<file path="config.mk">
export PLATFORM = sky130hd
export DESIGN_NAME = scan_bar_monitor
export DESIGN_NICKNAME = d
export VERILOG_FILES = /design/src/rtl/scan_bar_monitor.sv
export SDC_FILE = /design/constraint.sdc
export NUM_CORES = 1
export LEC_CHECK = 0
export CORE_MARGIN = 5
export CORE_UTILIZATION = 55
export CTS_CLUSTER_DIAMETER = 40
export DETAILED_ROUTE_END_ITERATION = 8
export GPL_TIMING_DRIVEN = 0
export MAX_ROUTING_LAYER = met4
export PLACE_DENSITY = 0.9
export SYNTH_ARGS = -nofsm -noshare
export SYNTH_HDL_FRONTEND = slang
export SYNTH_SLANG_ARGS = --single-unit
</file>
<file path="constraint.sdc">
create_clock -name clock -period 5.33 [get_ports clock]
set_input_delay 1.066 -clock clock [delete_from_list [all_inputs] [get_ports clock]]
set_output_delay 1.066 -clock clock [all_outputs]
set_load 0.01 [all_outputs]
</file>
<file path="src/rtl/scan_bar_monitor.sv">
// scan_bar_monitor: receiving end of the bouncing-bar scanner.
// Samples the bar pattern, decodes the lit position, tracks sweep
// direction, counts end-point bounces and flags illegal patterns/steps.
//
// Ports:
//   clock       system clock, rising edge
//   reset_n     synchronous active-low reset
//   bar         scanner pattern, bit WIDTH-1 = left end, bit 0 = right end
//   sample_en   take a sample on this edge
//   pos         index of lit bit from the last one-hot sample
//   pos_valid   last sample was exactly one-hot
//   dir         sweep direction, 1 = toward bit WIDTH-1
//   locked      LOCK_CNT consecutive legal transitions, no error since
//   bounce_cnt  end-point reversals while locked (wraps)
//   err         one-cycle pulse on an illegal sample/transition
//   err_cnt     illegal events since reset (saturates)
module scan_bar_monitor #(
    parameter int unsigned WIDTH    = 18,
    parameter int unsigned LOCK_CNT = 4
) (
    input  logic             clock,
    input  logic             reset_n,
    input  logic [WIDTH-1:0] bar,
    input  logic             sample_en,
    output logic [4:0]       pos,
    output logic             pos_valid,
    output logic             dir,
    output logic             locked,
    output logic [7:0]       bounce_cnt,
    output logic             err,
    output logic [7:0]       err_cnt
);

    localparam int unsigned PW = 5;
    localparam int unsigned LW = 4;
    localparam int unsigned CW = 8;

    localparam logic [PW-1:0] POS_TOP  = PW'(WIDTH - 1);
    localparam logic [LW-1:0] LOCK_MAX = LW'(LOCK_CNT);
    localparam logic [CW-1:0] CNT_MAX  = '1;

    typedef enum logic [2:0] {
        IDLE     = 3'd0,
        SYNC     = 3'd1,
        TRACK_DN = 3'd2,
        TRACK_UP = 3'd3,
        DWELL_LO = 3'd4,
        DWELL_HI = 3'd5
    } state_t;

    state_t          state, state_nxt;
    logic [PW-1:0]   prev, prev_nxt;
    logic [LW-1:0]   lock_cnt, lock_cnt_nxt;
    logic [PW-1:0]   pos_nxt;
    logic            pos_valid_nxt;
    logic            dir_nxt;
    logic            locked_nxt;
    logic [CW-1:0]   bounce_cnt_nxt;
    logic            err_nxt;
    logic [CW-1:0]   err_cnt_nxt;

    logic [PW-1:0]   p;
    logic            one_hot;
    logic            all_zero;
    logic            step_dn;
    logic            step_up;
    logic            legal;
    logic            illegal;
    logic            bounce;
    state_t          tgt;
    logic [LW-1:0]   lock_inc;

    // Decode: index of the lit bit and pattern classification.
    always_comb begin
        p = '0;
        for (int unsigned i = 0; i < WIDTH; i++) begin
            if (bar[i]) begin
                p = PW'(i);
            end
        end
        all_zero = (bar == '0);
        one_hot  = !all_zero && ((bar & (bar - WIDTH'(1))) == '0);
        // End guards keep prev-1 / prev+1 from wrapping.
        step_dn  = (prev != '0) && (p == prev - PW'(1));
        step_up  = (prev != POS_TOP) && (p == prev + PW'(1));
    end

    // Next-state and output logic.
    always_comb begin
        state_nxt      = state;
        prev_nxt       = prev;
        lock_cnt_nxt   = lock_cnt;
        pos_nxt        = pos;
        pos_valid_nxt  = pos_valid;
        dir_nxt        = dir;
        locked_nxt     = locked;
        bounce_cnt_nxt = bounce_cnt;
        err_nxt        = 1'b0;
        err_cnt_nxt    = err_cnt;
        legal          = 1'b0;
        illegal        = 1'b0;
        bounce         = 1'b0;
        tgt            = state;
        lock_inc       = (lock_cnt == LOCK_MAX) ? lock_cnt : lock_cnt + LW'(1);

        if (sample_en) begin
            pos_valid_nxt = one_hot;
            if (one_hot) begin
                pos_nxt = p;
            end

            case (state)
                IDLE: begin
                    if (one_hot) begin
                        state_nxt = SYNC;
                        prev_nxt  = p;
                    end else if (!all_zero) begin
                        illegal = 1'b1;
                    end
                end
                SYNC: begin
                    if (!one_hot) begin
                        illegal = 1'b1;
                    end else if (step_dn) begin
                        legal = 1'b1;
                        tgt   = (p == '0) ? DWELL_LO : TRACK_DN;
                    end else if (step_up) begin
                        legal = 1'b1;
                        tgt   = (p == POS_TOP) ? DWELL_HI : TRACK_UP;
                    end else if (p == prev && p == '0) begin
                        legal = 1'b1;
                        tgt   = TRACK_UP;
                    end else if (p == prev && p == POS_TOP) begin
                        legal = 1'b1;
                        tgt   = TRACK_DN;
                    end else begin
                        illegal = 1'b1;
                    end
                end
                TRACK_DN: begin
                    if (one_hot && step_dn) begin
                        legal = 1'b1;
                        tgt   = (p == '0) ? DWELL_LO : TRACK_DN;
                    end else begin
                        illegal = 1'b1;
                    end
                end
                TRACK_UP: begin
                    if (one_hot && step_up) begin
                        legal = 1'b1;
                        tgt   = (p == POS_TOP) ? DWELL_HI : TRACK_UP;
                    end else begin
                        illegal = 1'b1;
                    end
                end
                DWELL_LO: begin
                    if (one_hot && p == '0) begin
                        legal  = 1'b1;
                        bounce = 1'b1;
                        tgt    = TRACK_UP;
                    end else begin
                        illegal = 1'b1;
                    end
                end
                DWELL_HI: begin
                    if (one_hot && p == POS_TOP) begin
                        legal  = 1'b1;
                        bounce = 1'b1;
                        tgt    = TRACK_DN;
                    end else begin
                        illegal = 1'b1;
                    end
                end
                default: begin
                    state_nxt = IDLE;
                end
            endcase

            if (legal) begin
                state_nxt    = tgt;
                prev_nxt     = p;
                dir_nxt      = (tgt == TRACK_UP) || (tgt == DWELL_HI);
                lock_cnt_nxt = lock_inc;
                locked_nxt   = (lock_inc == LOCK_MAX);
                // Only bounces seen with lock already held are counted.
                if (bounce && locked) begin
                    bounce_cnt_nxt = bounce_cnt + CW'(1);
                end
            end

            if (illegal) begin
                err_nxt      = 1'b1;
                err_cnt_nxt  = (err_cnt == CNT_MAX) ? err_cnt : err_cnt + CW'(1);
                lock_cnt_nxt = '0;
                locked_nxt   = 1'b0;
                // Resynchronise on a usable one-hot sample, else start over.
                if (one_hot) begin
                    state_nxt = SYNC;
                    prev_nxt  = p;
                end else begin
                    state_nxt = IDLE;
                end
            end
        end
    end

    // State and output registers.
    always_ff @(posedge clock) begin
        if (!reset_n) begin
            state      <= IDLE;
            prev       <= '0;
            lock_cnt   <= '0;
            pos        <= '0;
            pos_valid  <= 1'b0;
            dir        <= 1'b0;
            locked     <= 1'b0;
            bounce_cnt <= '0;
            err        <= 1'b0;
            err_cnt    <= '0;
        end else begin
            state      <= state_nxt;
            prev       <= prev_nxt;
            lock_cnt   <= lock_cnt_nxt;
            pos        <= pos_nxt;
            pos_valid  <= pos_valid_nxt;
            dir        <= dir_nxt;
            locked     <= locked_nxt;
            bounce_cnt <= bounce_cnt_nxt;
            err        <= err_nxt;
            err_cnt    <= err_cnt_nxt;
        end
    end

endmodule

</file>
Word level (Yosys, flattened, before mapping)
Index checks and enable logic that the tools add are counted.
{"block": "op_classes", "addsub": 6, "eq_ne": 17, "n_mux": 72, "bitwise": 2, "reduce_logical": 26}
{"cell": "$mux W5", "count": 21}
{"cell": "$mux W3", "count": 15}
{"cell": "$logic_not A18 Y1", "count": 2}
{"cell": "$mux W1", "count": 28}
{"cell": "$and A18 B18 Y18", "count": 1}
{"cell": "$sub A18 B1 Y18 const B", "count": 1}
{"cell": "$add A8 B1 Y8 const B", "count": 2}
{"cell": "$eq A5 B5 Y1", "count": 3}
{"cell": "$pmux W3 S5", "count": 1}
{"cell": "$mux W4", "count": 3}
{"cell": "$logic_and A1 B1 Y1", "count": 10}
{"cell": "$eq A3 B2 Y1 const B", "count": 3}
{"cell": "$eq A3 B3 Y1 const B", "count": 3}
{"cell": "$reduce_and A3 Y1", "count": 3}
{"cell": "$eq A4 B3 Y1 const B", "count": 2}
{"cell": "$eq A8 B8 Y1 const B", "count": 1}
{"cell": "$reduce_and A2 Y1", "count": 4}
{"cell": "$pmux W1 S6", "count": 1}
{"cell": "$pmux W3 S2", "count": 1}
{"cell": "$add A5 B1 Y5 const B", "count": 1}
{"cell": "$eq A5 B5 Y1 const B", "count": 1}
{"cell": "$logic_not A5 Y1", "count": 1}
{"cell": "$ne A5 B5 Y1 const B", "count": 1}
{"cell": "$pmux W1 S5", "count": 1}
{"cell": "13 further kinds", "count": 13}
{"block": "totals", "ff_bits": 37, "input_bits": 21, "word_cells": 133}

Longest topological paths before layout
{"block": "logic_depth", "word_depth": 29, "depth_mapped": 13, "ltp_nobuf": 11}

Worst setup path after synthesis
Ideal clock, no wire load.
{"block": "synth_path", "path_kind": "input to register", "from": "input port bar[15]", "to": "register lock_cnt[3]", "setup_ps": 95, "arrival_ps": 3966, "required_time_ps": 5235, "path_slack_ps": 1268, "stages": 11, "path_cell_list": "buf_2 -> or4_4 -> a21oi_2 -> nor2_1 -> a221o_1 -> or4_1 -> buf_2 -> o221ai_4 -> o211ai_2 -> or4_1 -> o311ai_1"}
{"block": "synth_between", "elab_chain_cells": 14, "elab_cells_between_ends": 49, "classes_between": "1 x add/sub; 4 x eq/ne; 28 x mux; 1 x bitwise; 15 x reduce/logical"}
{"item": "from (decl)", "line": "23", "source": "input logic [WIDTH-1:0] bar,"}
{"item": "branches (longest 14 deep; another with $sub A18 B1 Y18)"}
{"item": "to (signal assigned)", "line": "223", "source": "lock_cnt <= lock_cnt_nxt;"}
{"item": "to (decl)", "line": "53", "source": "logic [LW-1:0] lock_cnt, lock_cnt_nxt;"}
Several ways; the timed one is not identified. The select of a mux whose other input is x is not followed.
A chain may end at the register's enable or synchronous reset.

Final worst setup path
{"block": "layout_path", "from": "input port bar[9]", "to": "register prev[2]"}
{"block": "layout_between", "elab_chain_cells": 21, "elab_cells_between_ends": 57, "classes_between": "1 x add/sub; 4 x eq/ne; 38 x mux; 1 x bitwise; 13 x reduce/logical"}
{"item": "$mux W5 (9 in series)", "line": "77", "source": "if (bar[i]) begin"}
{"item": "$eq A5 B5 Y1, on equally long branches", "line": "130, 133, 166"}
{"item": "$logic_and A1 B1 Y1", "line": "133", "source": "end else if (p == prev && p == POS_TOP) begin"}
{"item": "$mux W1", "line": "133"}
{"item": "$mux W1", "line": "130", "source": "end else if (p == prev && p == '0) begin"}
{"item": "$mux W1", "line": "127", "source": "end else if (step_up) begin"}
{"item": "$mux W1", "line": "124", "source": "end else if (step_dn) begin"}
{"item": "$mux W1", "line": "122", "source": "if (!one_hot) begin"}
{"item": "$pmux W1 S5", "line": "112", "source": "case (state)"}
{"item": "$mux W1", "line": "106", "source": "if (sample_en) begin"}
{"item": "$mux W5", "line": "179", "source": "if (legal) begin"}
{"item": "$mux W5", "line": "197", "source": "if (one_hot) begin"}
{"item": "$mux W5 *", "line": "191", "source": "if (illegal) begin"}
{"item": "to (signal assigned)", "line": "222", "source": "prev <= prev_nxt;"}
{"item": "to (decl)", "line": "52", "source": "logic [PW-1:0] prev, prev_nxt;"}
Every way passes the cells marked *; elsewhere a longest branch is shown, timed or not. The select of a mux whose other input is x is not followed.

==> qor.txt <==
# diodes: 0
share of layout cells above drive strength 1: 7.33%
DRC violations left: 0
Int Pwr: 422 µW
crit path kind: input pin to flip-flop
Reg power frac: 47.3%
Worst slew margin: 25.8%
sequential area share after synthesis: 23.4%
Finished Layout Cells: 536
DIE AREA: 7370 µm²
Syn Inst Count: 415
CTS Sinks: 37
Layout Skew: 12.8 ps
dpl hpwl: 6780 µm
Pwr Density: 158 nW/µm²
TritonCTS buffer count: 5
largest area contributor in the netlist: dfxtp_1
nets@finish: 491
minimum hold slack: 475 ps
Slowest-stage cell, CP: nor4_1
largest net degree at the start of global routing: 13
Worst Path Arrival: 5010 ps
Area contributors post-synth: dfxtp_1 (23%), mux2i_1 (5.4%), nor2_1 (5.2%)
Clock H-tree levels: 2
outcome: complete, no violations
DRT Pass-1 Iters: 5
Ys Warns: 0
Final Max Slew Viols: 0
die width: 85.9 µm
total global-route track usage: 25.4%
Worst setup EP type: flip-flop
CTS Hold Bufs: 0
CTS clock-pin slew for the worst setup and hold paths: 90 ps
Cell variety after synth: 74
Rows: 27
core area: 5540 µm²
gp weighted congestion: 0.937
VDD IR-drop max: 0.000224 V
post-route ant nets: 0
initial antenna violation count: 0
final setup violation count: 0
CTS root buf: clkbuf_8
fill count: 495
final WL: 9190 µm
largest delay contributor family on the critical path: simple AND/OR/NAND/NOR gates
post-CTS setup buffer count: 0
clk_lat worst skew: 300 ps
Die Ht: 85.9 µm
fin crit period: 4860 ps
Net Sw Frac: 28.9%
most frequent cell after synthesis: nor2_1
Starting Density: 57.1%
P&R area growth vs syn: 18.9%
number of global-route vias before repair: 3168
crit share post-route: 91.2%
Fmax: 0.206 GHz
CTS tree: yes
Net Switching: 171 µW
Max Cap Viol: 0
Hold WC Path Type: flip-flop to flip-flop
first-pass GRT wire length: 15100 µm
unrepaired setup endpoints after global routing: false
Required @ worst endpoint: 5480 ps
I/O Buffers: 41
CTS max path bufs: 2
combinational power share: 16.3%
CP max FO: 6
total power: 593 µW
total grt overflow: 0
startpoint types: input pin
Wirelength per Cell: 17.1 µm
Post-synth ARST share: 0%
Clock Power Share: 36.4%
placed insts: 528
top cell type's share of synthesized area: 23.4%
endpoints failing hold: 0
DR iter-0 viols: 412
# resized after CTS: 0
io pins: 46
total vias in the final route: 3494
number of synthesized flops with an enable pin: 0
CP peak stage delay: 690 ps
Pleak: 0.00137 µW
syn_nets: 443
Mapped Area: 3170 µm²
Buf/Inv on CP: 1
Vias/cell: 6.52
Syn Area/Cell: 7.63 µm²
Seq cells post-synth: 37
Commonest cells post-synth: nor2_1 (44), nand2_1 (42), dfxtp_1 (37)
Worst Max-Slew Pin Slew: 1080 ps
Total Neg Setup Slack: 0 ps
worst-path cell chain: clkdlybuf4s50_1 > nor4_2 > a21oi_1 > xnor2_1 > xor2_1 > nor4_1 > a22oi_1 > a211oi_1 > nor4_4 > mux2i_1
ys flop type: dfxtp_1
## area by class of cell
cell class | instances | area, µm² | area share, %
Inverter | 17 | 63.8 | 1.70
Tap cell | 72 | 90.1 | 2.39
Timing Repair Buffer | 41 | 410 | 10.9
Buffer | 24 | 103 | 2.73
Sequential cell | 37 | 741 | 19.7
Clock inverter | 2 | 13.8 | 0.366
Multi-Input combinational cell | 337 | 2260 | 60.0
Clock buffer | 6 | 82.6 | 2.19
## worst reg2reg max path, delay by kind of cell, from the launching register on
kind,cells,cell delay (ps)
flops,1,460
compound gates,5,1460
mux,1,170
simple gates,3,1290
fa+ha+maj,1,340
## per-layer routing
metal / up-vias / part of all wire (%) / GRT usage, % / routed length (µm)
li1: 1669 / - / - / -
met1: 1621 / 46 / 34.2 / 4200
met2: 173 / 45 / 39.9 / 4100
met3: 31 / 7.5 / 3.07 / 685
met4: 0 / 2.2 / 6.91 / 204
met5: - / 0 / - / 0
## cell families (layout without fill, tap and decap cells)
kind of cell               count (synthesis)  after routing  synth area share, %
AOI/OAI and AO/OA                        100            100                 25.2
buffers and inverters                     41             90                 5.26
adders and majority gates                 10             10                 3.72
and+or+nand+nor                          195            195                 32.8
muxes                                     18             18                 5.73
DFF                                       37             37                 23.4
xor gates and xnor gates                  14             14                 3.87
## sequential cells by signal (all words and copies together), names as in the netlist
register    count
err_cnt         8
state           3
dir             1
pos             5
bounce_cnt      8
locked          1
prev            5
lock_cnt        4
pos_valid       1
err             1
## per-stage QoR
stage | setup slack, ps | utilization (%) | cell area (µm²)
2_1_floorplan | 1270 | - | 3170
3_3_place_gp | 445 | 66.2 | 3670
3_5_place_dp | 356 | 66.2 | 3670
4_1_cts | 634 | 67.9 | 3760
5_1_grt | 315 | 67.9 | 3760
6_report | 469 | 67.9 | 3760
## cell usage in the layout, fill, tap and decap left out, types with 6 or more instances in the layout
cell and instances:
nor4_1 10, clkbuf_1 16, dfxtp_1 37, o21ai_0 10
nor2_1 44, clkdlybuf4s50_1 41, or3_1 6, nand4_1 6
and3_1 9, xor2_1 6, nor3_1 15, a31oi_1 6
inv_1 17, clkbuf_8 6, or4_1 10, nand3_1 20
xnor2_1 8, nand2_1 42, mux2i_1 17, buf_2 6
ha_1 7, a21oi_1 15, nand2b_1 8
## power by group through the flow
stage,Clock (µW),Sequential [µW],Combinational (µW)
finish,216,281,96.5
global route,227,281,105
CTS,218,280,94.4
detailed placement,0,287,93.5
global placement,0,287,92.3
floorplan,0,287,57.4
## final timing paths
kind         cells past startpoint  slack [ps]                    to                 start
max reg2reg                     10        1470  prev[2]$_SDFFE_PN0P_  prev[1]$_SDFFE_PN0P_
min                              2         470      dir$_SDFFE_PN0P_      dir$_SDFFE_PN0P_
max                             10         470  prev[2]$_SDFFE_PN0P_                bar[9]
min reg2reg                      2         470      dir$_SDFFE_PN0P_      dir$_SDFFE_PN0P_
Note: power is estimated with default switching activity, not from simulation.
